<file path="src/rtl/multichannel_phase_accumulator.sv">
// multichannel_phase_accumulator
//   Time-multiplexed NUM_CH-channel phase accumulator for the NCO/DDS path.
//   Each accepted step advances the channel selected by a round-robin
//   pointer. It emits one tagged, truncated phase sample through a
//   one-deep registered valid/ready output stage.
//
// Ports
//   clk           rising-edge clock
//   rst_n         asynchronous active-low reset
//   i_cfg_valid   config write strobe (always accepted)
//   i_cfg_ch      target channel for the config write
//   i_cfg_inc     new frequency word
//   i_cfg_offset  new phase offset
//   i_cfg_clr     with i_cfg_valid, also zero that channel's accumulator
//   i_in_valid    step request
//   o_in_ready    step accepted when i_in_valid && o_in_ready
//   o_out_valid   sample valid
//   i_out_ready   downstream accept
//   o_out_ch      channel tag of the held sample
//   o_out_phase   phase sample (MSBs of accumulator + offset)
//   o_out_wrap    accumulator wrapped on the step that produced this sample
module multichannel_phase_accumulator #(
  parameter int PHASE_WIDTH = 32,
  parameter int OUT_WIDTH   = 16,
  parameter int NUM_CH      = 4,
  localparam int CH_W       = $clog2(NUM_CH)
) (
  input  logic                   clk,
  input  logic                   rst_n,
  input  logic                   i_cfg_valid,
  input  logic [CH_W-1:0]        i_cfg_ch,
  input  logic [PHASE_WIDTH-1:0] i_cfg_inc,
  input  logic [PHASE_WIDTH-1:0] i_cfg_offset,
  input  logic                   i_cfg_clr,
  input  logic                   i_in_valid,
  output logic                   o_in_ready,
  output logic                   o_out_valid,
  input  logic                   i_out_ready,
  output logic [CH_W-1:0]        o_out_ch,
  output logic [OUT_WIDTH-1:0]   o_out_phase,
  output logic                   o_out_wrap
);

  logic [PHASE_WIDTH-1:0] r_acc [NUM_CH];
  logic [PHASE_WIDTH-1:0] r_inc [NUM_CH];
  logic [PHASE_WIDTH-1:0] r_off [NUM_CH];
  logic [CH_W-1:0]        r_ch_ptr;

  logic                   r_out_valid;
  logic [CH_W-1:0]        r_out_ch;
  logic [OUT_WIDTH-1:0]   r_out_phase;
  logic                   r_out_wrap;

  logic                   w_step;
  logic [PHASE_WIDTH:0]   w_sum;
  logic [PHASE_WIDTH-1:0] w_phase;
  logic [CH_W-1:0]        w_ptr_next;
  logic [NUM_CH-1:0]      w_cfg_sel;

  // One-deep output stage: a new sample may enter whenever the held one
  // is empty or is being consumed this cycle.
  assign o_in_ready = !r_out_valid || i_out_ready;
  assign w_step     = i_in_valid && o_in_ready;

  // Step always uses the pre-write inc/off, even on a same-cycle config.
  assign w_sum      = {1'b0, r_acc[r_ch_ptr]} + {1'b0, r_inc[r_ch_ptr]};
  assign w_phase    = w_sum[PHASE_WIDTH-1:0] + r_off[r_ch_ptr];
  assign w_ptr_next = (r_ch_ptr == CH_W'(NUM_CH - 1)) ? '0 : r_ch_ptr + CH_W'(1);

  // Decoding per channel silently drops writes to channels >= NUM_CH.
  always_comb begin
    w_cfg_sel = '0;
    for (int c = 0; c < NUM_CH; c++) begin
      if (i_cfg_valid && (i_cfg_ch == CH_W'(c))) begin
        w_cfg_sel[c] = 1'b1;
      end
    end
  end

  always_ff @(posedge clk or negedge rst_n) begin
    if (!rst_n) begin
      for (int c = 0; c < NUM_CH; c++) begin
        r_acc[c] <= '0;
        r_inc[c] <= '0;
        r_off[c] <= '0;
      end
      r_ch_ptr    <= '0;
      r_out_valid <= 1'b0;
      r_out_ch    <= '0;
      r_out_phase <= '0;
      r_out_wrap  <= 1'b0;
    end else begin
      if (w_step) begin
        r_ch_ptr    <= w_ptr_next;
        r_out_valid <= 1'b1;
        r_out_ch    <= r_ch_ptr;
        // Shift instead of part-select so the low, discarded bits still count as used.
        r_out_phase <= OUT_WIDTH'(w_phase >> (PHASE_WIDTH - OUT_WIDTH));
        r_out_wrap  <= w_sum[PHASE_WIDTH];
      end else if (i_out_ready) begin
        r_out_valid <= 1'b0;
      end

      for (int c = 0; c < NUM_CH; c++) begin
        if (w_cfg_sel[c]) begin
          r_inc[c] <= i_cfg_inc;
          r_off[c] <= i_cfg_offset;
        end
        // Clear beats a same-cycle step on the same channel.
        if (w_cfg_sel[c] && i_cfg_clr) begin
          r_acc[c] <= '0;
        end else if (w_step && (r_ch_ptr == CH_W'(c))) begin
          r_acc[c] <= w_sum[PHASE_WIDTH-1:0];
        end
      end
    end
  end

  assign o_out_valid = r_out_valid;
  assign o_out_ch    = r_out_ch;
  assign o_out_phase = r_out_phase;
  assign o_out_wrap  = r_out_wrap;

endmodule

</file>
<file path="config.mk">
export PLATFORM = sky130hd
export DESIGN_NAME = multichannel_phase_accumulator
export DESIGN_NICKNAME = d
export VERILOG_FILES = /design/src/rtl/multichannel_phase_accumulator.sv
export SDC_FILE = /design/constraint.sdc
export NUM_CORES = 1
export LEC_CHECK = 0
export ABC_AREA = 1
export CAP_MARGIN = 40
export CORE_ASPECT_RATIO = 0.6
export CORE_MARGIN = 1.5
export CORE_UTILIZATION = 47
export DETAILED_ROUTE_END_ITERATION = 16
export PLACE_DENSITY = 0.73
export RECOVER_POWER = 50
export SETUP_SLACK_MARGIN = 0.5
export SKIP_CTS_REPAIR_TIMING = 1
export SLEW_MARGIN = 10
export SYNTH_ARGS = -nofsm -noshare
export SYNTH_HDL_FRONTEND = slang
export SYNTH_SLANG_ARGS = --single-unit
</file>
<file path="constraint.sdc">
create_clock -name clk -period 13.9 [get_ports clk]
set_clock_uncertainty 0.05 [all_clocks]
set_input_delay 1.39 -clock clk [delete_from_list [all_inputs] [get_ports clk]]
set_output_delay 1.39 -clock clk [all_outputs]
set_load 0.01 [all_outputs]
</file>
After elaboration in Yosys (flattened, before gate mapping)
Cells that the tools add are included. W data, S select, Z words.

Equality and inequality tests: 6. Add/sub/neg operators: 3. Bitwise logic cells: 1. Order comparisons: 1. Muxes and demuxes: 24. Reduce and logical (&&, ||, !) cells: 22.

Operators with widths (count): $mux W32 (14); $bmux W32 S2 (3); $add A32 B32 Y33 (1); $add A32 B32 Y32 (1); $logic_and A1 B1 Y1 (13); $reduce_bool A2 Y1 (5); $eq A2 B2 Y1 const B (4); $mux W1 (6); $eq A2 B1 Y1 const B (2); $logic_not A2 Y1 (2); $ge A3 B3 Y1 const B (1); $not A2 Y3 (1); $add A2 B1 Y2 const B (1); $mux W2 (1); $logic_not A1 Y1 (1); $logic_or A1 B1 Y1 (1).

Register bits: 406. Bits of input ports: 72. Logic and storage cells: 74.

Logic depth before layout (Yosys ltp)
Gate-level depths: netlist of the first run.

Depth after elaboration: 7. Mapped depth: 35.

Least setup slack after synthesis of the first run
No wires, ideal clock.

Path type: register to register. Start point: register r_ch_ptr[0]. End point: register r_out_phase[15] (netlist: o_out_phase[15]). Path buffers: 5. Stages on the path, launching flop included: 35. Arrival: 4505 ps. Period minus slack after synthesis: 4672 ps. Data required time: 13733 ps. Library setup time: 117 ps. Slack: 9228 ps. Path through: dfrtp_1 > inv_2 > buf_6 > buf_6 > buf_6 > clkbuf_1 > clkbuf_1 > nor2_1 > o22ai_1 > ha_1 > inv_1 > fa_1 > inv_1 > nand2_1 > nand3_1 > nand2_1 > nand3_1 > a21o_1 > nand3_1 > nand2_1 > inv_1 > o21ai_1 > nand2_1 > nand2_1 > inv_1 > ha_1 > inv_1 > nor3_1 > inv_1 > nor3_2 > nand3_1 > nand3_1 > nand2_1 > nand3_1 > nand2_1.

Word-level cells in the longest chain between the ends: 6. Elaborated cells on any way between the ends: 12. Those cells by class: add/sub: 2; mux: 9; bitwise: 1.

RTL lines: start, declared (RTL line 47) `logic [CH_W-1:0] r_ch_ptr;`; start signal, assigned (RTL line 94) `r_ch_ptr <= w_ptr_next;`; $not A2 Y3 (not written as such) (*) (RTL line 66, 67); $bmux W32 S2 (RTL line 66) `assign w_sum = {1'b0, r_acc[r_ch_ptr]} + {1'b0, r_inc[r_ch_ptr]};`; $mux W32 (not written as such) (2 in series) (RTL line 66); $add A32 B32 Y33 (RTL line 66); $add A32 B32 Y32 (*) (RTL line 67) `assign w_phase = w_sum[PHASE_WIDTH-1:0] + r_off[r_ch_ptr];`; end signal, assigned (RTL line 98) `r_out_phase <= OUT_WIDTH'(w_phase >> (PHASE_WIDTH - OUT_WIDTH));`; end, declared (RTL line 51) `logic [OUT_WIDTH-1:0] r_out_phase;`.

Every way passes the cells marked *; elsewhere a longest branch is shown, timed or not. The select of a mux whose other input is x is not followed. A chain may end at the register's enable or synchronous reset.

==> flow_summary_export.csv, run 1 <==
group,metric,value,unit
outcome,status,"finished with violations",
outcome,violations,"max-capacitance violations, max-slew violations",
cts,clockBufferDepth,3,
synth,synth_top_area_share,0.472,
place,place_inst,3336,
synth,synthTopCellsByCount,"686 x nand2_1, 575 x o21ai_0, 406 x dfrtp_1",
cts,cts_tree,"done",
floorplanning,die_w,279,µm
finish,antenna_cells,0,
cts,clk_latency,0.54,ns
critical_path,start_kind,"input pin",
synth,async_reset_ff_frac,1.00,
synth,synth_top_family_by_area,"simple AND/OR/NAND/NOR gates",
synth,synth-simple-area-share,0.214,
synth,synth_fa_ha_area_frac,0.0393,
routing,first_pass_iters,5,
routing,wirelength,63100,µm
routing,postRouteAntennaNets,0,
finish,register_area,0.0102,mm²
place,dp_hpwl,43300,µm
synth,ys.flop_type,"dfrtp_1",
synth,yosysTopAreaCell,"dfrtp_1",
synth,ys_top_cells_by_area,"dfrtp_1 47%, o21ai_0 13%, nand2_1 12%",
cts,cts.reportedPaths.clkPinSlew,0.07,ns
routing,wire_per_inst,18.5,µm
synth,synth_area_per_cell,7.76,µm²
place,gp_congestion,1.00,
synth,mappedNetlistNets,2911,
global_routing,grt_pass1_vias,18600,
finish,num-fill-cells,4205,
sta,max_slew.worst_pin.slew,4.89,ns
synth,yosysWarningCount,0,
synth,ys_seq_area_frac,0.472,
job,maxCapViolations,5,
cts,cts_max_level,2,
floorplanning,rows,60,
routing,vias,19500,
routing,initialDrtViolationCount,2488,
critical_path,path_class,"in -> async",
routing,viasPerCell,5.72,
finish,fin_nets,2928,
min_path,hold_path_class,"reg -> reg",
synth,synth-xor-area-share,0.0119,
floorplanning,ios,93,
finish,drive_gt1_frac,0.0621,
finish,multi_input_comb_area,0.00978,mm²
global_routing,grtUsageTotal,0.270,
sta,setup_viol_count_final,0,
finish,instances_no_fill,3405,
sta,timing.slew.headroom,-2.26,
synth,syn_area,0.0215,mm²
sta,rsz0062_at_grt,"false",
floorplanning,design.core.area,0.0450,mm²
sta,fin_tns_setup,0,ns
global_routing,grt_max_degree,173,
sta,fmax,116,MHz
synth,synth_mux_area_frac,0,
synth,synth-edff-count,0,
critical_path,arrival,8.43,ns
global_routing,overflow,0,
global_routing,grt_antenna_before_repair,1,
synth,synth.most_common_cell,"nand2_1",
critical_path,crit_required,13.71,ns
critical_path,cp-end-kind,"async pin",
floorplanning,start_util,0.478,
finish,area_growth,12.4,%
cts,cts_root_buf,"clkbuf_16",
sta,final.min_clock_period,8.63,ns
sta,worst_hold_slack,0.427,ns
cts,cts_buffers,40,
synth,netlist_instances,2772,
sta,drv_slew,310,
global_routing,grt_pass1_wl,102000,µm
place,port_buffers,92,
synth,yosysUniqueCellTypes,51,
sta,finalCritPeriodShare,0.621,
floorplanning,dieArea,0.0471,mm²
floorplanning,die_y,169,µm
routing,post-route-drc-count,0,
cts,cts.sinks,406,
sta,hold_viol_final,0,
synth,ys_ff_latch,406,
synth,synth-compound-area-share,0.190,
critical_path,path_max_fanout,172,
## worst max-delay path, stage by stage
cell      delay, ns
clkbuf_1       3.35
buf_12         0.55
clkbuf_1       0.33
clkbuf_1       2.51
## stage by stage
step / setup WS (ns) / utilization / area [µm²]
after floorplan: 9.23 / - / 21500
after global placement: 7.47 / 0.507 / 22800
after detailed placement: 7.74 / 0.510 / 22900
after CTS: 7.69 / 0.539 / 24200
after global routing: 3.61 / 0.537 / 24200
final: 5.27 / 0.537 / 24200
## registers in the layout (all words and copies together) (netlist names)
| register | flops |
|---|---|
| r_inc | 128 |
| r_off | 128 |
| r_acc | 128 |
| r_ch_ptr | 2 |
| o_out_valid | 1 |
| o_out_phase | 16 |
| o_out_ch | 2 |
| o_out_wrap | 1 |
## cell type report
type                            instances  area share
Timing Repair Buffer                  119      0.0485
Inverter                              261      0.0410
Clock inverter                         11     0.00554
Sequential cell                       406       0.421
Multi-Input combinational cell       1961       0.405
Tap cell                              589      0.0305
Clock buffer                           58      0.0488
## layer usage
| metal | global-route usage | part of all wire | routed length (µm) |
|---|---|---|---|
| met1 | 0.422 | 0.48 | 30000 |
| met2 | 0.396 | 0.42 | 26700 |
| met3 | 0.0388 | 0.086 | 5420 |
| met4 | 0.0553 | 0.016 | 991 |
| met5 | 0 | 0 | 0 |
## kinds of logic after synthesis
family                   Yosys count
XOR/XNOR                          26
buffers and inverters            405
AND/OR/NAND/NOR                 1098
AO/OA/AOI/OAI                    770
flip-flops                       406
adder cells (fa/ha/maj)           67
## layout by cell type (no fill, tap or decap), types with 4 or more instances in the layout
cell type	netlist	routed
nor3_1	8	9
or2_1	15	15
clkdlybuf4s50_1	0	68
clkbuf_16	0	41
clkbuf_1	135	14
or2_2	10	10
a21oi_1	72	72
nand2_2	23	23
nand4_1	13	13
o21ai_1	7	7
a32oi_2	5	5
inv_1	250	245
buf_4	0	18
nor2_4	5	5
inv_2	10	8
nand3_2	12	12
nand3_1	69	69
nor2_1	234	234
o211ai_1	4	4
o21ai_0	575	575
xor2_1	12	12
xnor2_1	12	12
clkbuf_8	0	9
a22o_1	4	4
nor2_2	10	10
o22ai_1	83	83
dlygate4sd3_1	0	23
clkinv_2	0	10
dfrtp_1	406	404
ha_1	66	66
nand2_1	686	686
## final timing paths
check | from | endpoint | slack, ns | depth (start not counted)
min reg2reg | r_off[85] | r_off[85] | 0.43 | 2
min in group asynchronous | rst_n | r_inc[50] | 2.56 | 1
max reg2reg | r_ch_ptr[1] | o_out_phase[15] | 7.57 | 30
max in group clk | r_ch_ptr[1] | o_out_phase[15] | 7.57 | 30
max | rst_n | r_off[20] | 5.27 | 4
min | r_off[85] | r_off[85] | 0.43 | 2
Power of run 1 is not shown: default switching activity piles up to over one toggle a cycle in this logic, so the estimate is an artifact.
==> run 2, diff against run 1 <==
Settings changed: PLACE_DENSITY 0.73 to 0.76.
Clock period 13.9 ns to 7.4 ns, I/O delays scaled along.
==> flow_summary_export.csv, run 2 (same netlist as run 1, synthesis figures left out) <==
group,metric,value,unit
critical_path,crit_required,7.79,ns
finish,final_common_cell,"nand2_1",
floorplanning,dieArea,0.0471,mm²
place,dp_hpwl,43300,µm
global_routing,grtUsageTotal,0.270,
sta,fmax,168,MHz
sta,max_slew.worst_pin.slew,5.20,ns
routing,initialDrtViolationCount,2119,
critical_path,arrival,6.35,ns
cts,cts_root_buf,"clkbuf_16",
cts,cts_buffers,40,
critical_path,start_kind,"flip-flop",
outcome,status,"finished with violations",
critical_path,crit_top_cell,"nand2_1",
outcome,violations,"max-capacitance violations, max-slew violations",
critical_path,path_max_fanout,78,
routing,vias,19500,
place,port_buffers,92,
cts,cts_max_level,2,
cts,clockBufferDepth,3,
critical_path,slowest_delay,0.89,ns
floorplanning,die_w,279,µm
sta,final.min_clock_period,5.96,ns
finish,largestRegisters,"r_acc: 128 flops, r_inc: 128 flops, r_off: 128 flops",
critical_path,path_class,"reg -> reg",
min_path,hold_path_class,"reg -> reg",
routing,wirelength,63200,µm
routing,first_pass_iters,6,
sta,finalCritPeriodShare,0.806,
finish,layout_common_cells,"686 x nand2_1, 575 x o21ai_0, 404 x dfrtp_1",
finish,drive_gt1_frac,0.0662,
cts,cts_tree,"done",
routing,viasPerCell,5.70,
cts,cts.sinks,406,
global_routing,grt_max_degree,188,
routing,post-route-drc-count,0,
critical_path,cp-end-kind,"flip-flop",
global_routing,grt_pass1_wl,101000,µm
sta,rsz0062_at_grt,"false",
cts,clk_latency,0.56,ns
sta,hold_viol_final,0,
finish,num-fill-cells,4153,
global_routing,overflow,0,
floorplanning,die_y,169,µm
routing,postRouteAntennaNets,0,
floorplanning,design.core.area,0.0450,mm²
sta,timing.slew.headroom,-2.46,
sta,drv_slew,100,
global_routing,grt_pass1_vias,18700,
finish,antenna_cells,0,
job,maxCapViolations,1,
place,gp_congestion,0.963,
finish,area_growth,12.7,%
floorplanning,rows,60,
critical_path,crit_slowest_cell,"dfrtp_4",
global_routing,grt_antenna_before_repair,0,
cts,cts.reportedPaths.clkPinSlew,0.07,ns
finish,fin_nets,2931,
sta,fin_tns_setup,0,ns
floorplanning,start_util,0.478,
sta,setup_viol_count_final,0,
routing,wire_per_inst,18.5,µm
floorplanning,ios,93,
-- run 2: changes by cell type in the layout (fill, tap and decap cells not counted), moves of 3 or more --
| cell | previous run | this run |
|---|---|---|
| clkbuf_1 | 14 | 10 |
| clkinv_2 | 10 | 14 |
| clkbuf_8 | 9 | 6 |
| clkdlybuf4s50_1 | 68 | 89 |
| dlygate4sd3_1 | 23 | 2 |
| buf_4 | 18 | 23 |
-- run 2: worst paths after layout --
check                                  end  cells after the start   startpoint  slack [ns]
min in group asynchronous        r_inc[50]                      1        rst_n        2.05
min                             r_off[116]                      2   r_off[116]        0.43
max in group asynchronous      r_ch_ptr[0]                      2        rst_n        1.97
min reg2reg                     r_off[116]                      2   r_off[116]        0.43
max                        o_out_phase[15]                     28  r_ch_ptr[0]        1.44
max reg2reg                o_out_phase[15]                     28  r_ch_ptr[0]        1.44
-- run 2: final cells by class --
cell class	instances	area [µm²]	area share
Clock buffer	54	1130	0.0468
Clock inverter	20	224	0.00924
Inverter	261	990	0.0408
Multi-Input combinational cell	1961	9780	0.404
Sequential cell	406	10200	0.419
Tap cell	589	737	0.0304
Timing Repair Buffer	122	1200	0.0496
-- run 2: metal layers --
metal	global-route usage	vias to the layer above	routed length (µm)
met5	0	-	0
met3	0.0660	102	6140
li1	-	9127	-
met2	0.395	783	26700
met4	0.0692	0	1400
met1	0.398	9440	29000
-- run 2: worst max-delay path, delay by kind of cell, from the launching register on --
kind | cells | cell delay, ns
buf+inv | 6 | 1.10
flops | 1 | 0.89
fa+ha+maj | 2 | 0.63
compound gates | 4 | 0.80
simple gates | 16 | 2.22
-- run 2: per-stage QoR --
stage | setup WS [ns] | utilization | area, µm² | hold slack (ns) | std cells
final | 1.44 | 0.539 | 24200 | 0.430 | 3413
after global routing | 0.746 | 0.539 | 24200 | 0.443 | 3413
after CTS | 1.64 | 0.540 | 24300 | 0.201 | 3413
after detailed placement | 1.68 | 0.509 | 22900 | 0.416 | 3339
after global placement | 1.75 | 0.507 | 22800 | 0.409 | 3336
after floorplan | 2.73 | - | 21500 | 0.394 | 2772
Power of run 2 is left out for the same reason.
==> run 3, diff against run 2 <==
Clock period 7.4 ns to 5 ns, I/O delays scaled along.
==> flow_summary_export.csv, run 3 (same netlist as run 1, synthesis figures left out) <==
group,metric,value,unit
cts,cts_buffers,40,
finish,final_common_cell,"nand2_1",
finish,num-fill-cells,3879,
global_routing,grtUsageTotal,0.273,
cts,cts.reportedPaths.clkPinSlew,0.07,ns
critical_path,reg2reg_depth,25,
sta,max_slew.worst_pin.slew,3.03,ns
critical_path,crit_required,5.34,ns
finish,antenna_cells,0,
global_routing,met3_usage,0.0580,
critical_path,arrival,4.84,ns
sta,timing.slew.headroom,-1.02,
cts,clk_latency,0.56,ns
floorplanning,design.core.area,0.0450,mm²
critical_path,rr_startpoint,"r_ch_ptr[0]",
cts,cts_max_level,2,
finish,drive_gt1_frac,0.148,
routing,postRouteAntennaNets,0,
min_path,hold_path_class,"reg -> reg",
sta,final.min_clock_period,4.49,ns
job,maxCapViolations,1,
sta,hold_viol_final,0,
sta,finalCritPeriodShare,0.899,
global_routing,grt_max_degree,113,
cts,clockBufferDepth,3,
finish,multi_input_comb_area,0.0107,mm²
cts,cts_root_buf,"clkbuf_16",
global_routing,grt_antenna_before_repair,0,
outcome,violations,"max-capacitance violations, max-slew violations",
cts,cts.sinks,406,
sta,setup_viol_count_final,0,
finish,largestRegisters,"r_acc: 128 flops, r_inc: 128 flops, r_off: 128 flops",
critical_path,cp-end-kind,"flip-flop",
routing,wirelength,68400,µm
place,port_buffers,92,
critical_path,critical_path.endpoint,"o_out_phase[4]",
global_routing,grt-busiest-layer,"met1",
place,dp_hpwl,44600,µm
floorplanning,die_w,279,µm
floorplanning,rows,60,
global_routing,grt_use_met1,0.413,
global_routing,grt_pass1_wl,103000,µm
routing,wire_per_inst,19.6,µm
sta,fmax,223,MHz
floorplanning,die_y,169,µm
critical_path,regToRegSetupSlack,0.51,ns
cts,cts_tree,"done",
critical_path,r2r_end,"o_out_phase[4]",
place,gp_congestion,1.02,
routing,vias,20100,
finish,area_growth,22.3,%
finish,layout_common_cells,"646 x nand2_1, 522 x o21ai_0, 404 x dfrtp_1",
critical_path,setup.worst_path.start,"r_ch_ptr[0]",
routing,first_pass_iters,10,
routing,post-route-drc-count,0,
global_routing,grt_pass1_vias,18800,
finish,register_area,0.0102,mm²
global_routing,overflow,0,
floorplanning,start_util,0.478,
critical_path,path_max_fanout,11,
critical_path,path_class,"reg -> reg",
sta,fin_tns_setup,0,ns
routing,initialDrtViolationCount,2369,
critical_path,start_kind,"flip-flop",
floorplanning,dieArea,0.0471,mm²
global_routing,met2_usage,0.399,
routing,viasPerCell,5.76,
sta,rsz0062_at_grt,"true",
outcome,status,"finished with violations",
sta,drv_slew,112,
floorplanning,ios,93,
finish,fin_nets,3013,
## run 3: how the worst min path moves through the flow
stage | startpoint | slack [ns] | depth (start not counted) | endpoint
final | r_off[88] | 0.43 | 2 | r_off[88]
after global routing | r_off[21] | 0.45 | 2 | r_off[21]
after CTS | rst_n | -0.005 | 1 | r_acc[104]
after detailed placement | r_off[116] | 0.42 | 2 | r_off[116]
after global placement | r_off[82] | 0.41 | 2 | r_off[82]
after floorplan | rst_n | 0.15 | 0 | o_out_ch[0]
## run 3: area by class of cell
| cell class | instances | share of cell area |
|---|---|---|
| multi-input cells | 1961 | 0.407 |
| repair buffers | 204 | 0.0848 |
| flip-flops and latches | 406 | 0.387 |
| inverters | 261 | 0.0382 |
| clock inverters | 20 | 0.0113 |
| clock buffers | 53 | 0.0438 |
| well taps | 589 | 0.0280 |
## run 3: metrics by stage
| stage | utilization | worst slack [ns] | hold WS (ns) | instance area [µm²] | instances |
|---|---|---|---|---|---|
| final | 0.585 | 0.506 | 0.430 | 26300 | 3494 |
| after global routing | 0.585 | 0.310 | 0.447 | 26300 | 3494 |
| after CTS | 0.548 | 0.238 | -0.00504 | 24700 | 3444 |
| after detailed placement | 0.516 | 0.265 | 0.415 | 23200 | 3371 |
| after global placement | 0.515 | 0.327 | 0.408 | 23200 | 3370 |
| after floorplan | - | 0.511 | 0.154 | 21500 | 2772 |
## run 3: critical path, stage by stage (launching register included)
cell     delay (ns)
dfrtp_4        0.53
buf_12         0.19
buf_12         0.13
buf_8          0.14
o21ai_2        0.07
o22ai_1        0.23
ha_2           0.25
inv_2          0.05
fa_2           0.37
inv_2          0.10
nand2_2        0.08
nand3_4        0.11
buf_4          0.15
xnor2_2        0.20
inv_1          0.09
ha_1           0.33
nand2_1        0.11
o21ai_0        0.17
a21oi_1        0.08
nand2_1        0.10
nand2_1        0.05
nand2_1        0.10
nand2_1        0.08
nand2_2        0.14
xor2_1         0.30
o21ai_1        0.10
## run 3: metal layers
metal  vias up  routed length (µm)
met5         -                   0
met4         0                1360
met3       113                7400
met2      1049               28900
met1      9651               30700
li1       9306                   -
Power of run 3 is left out for the same reason.
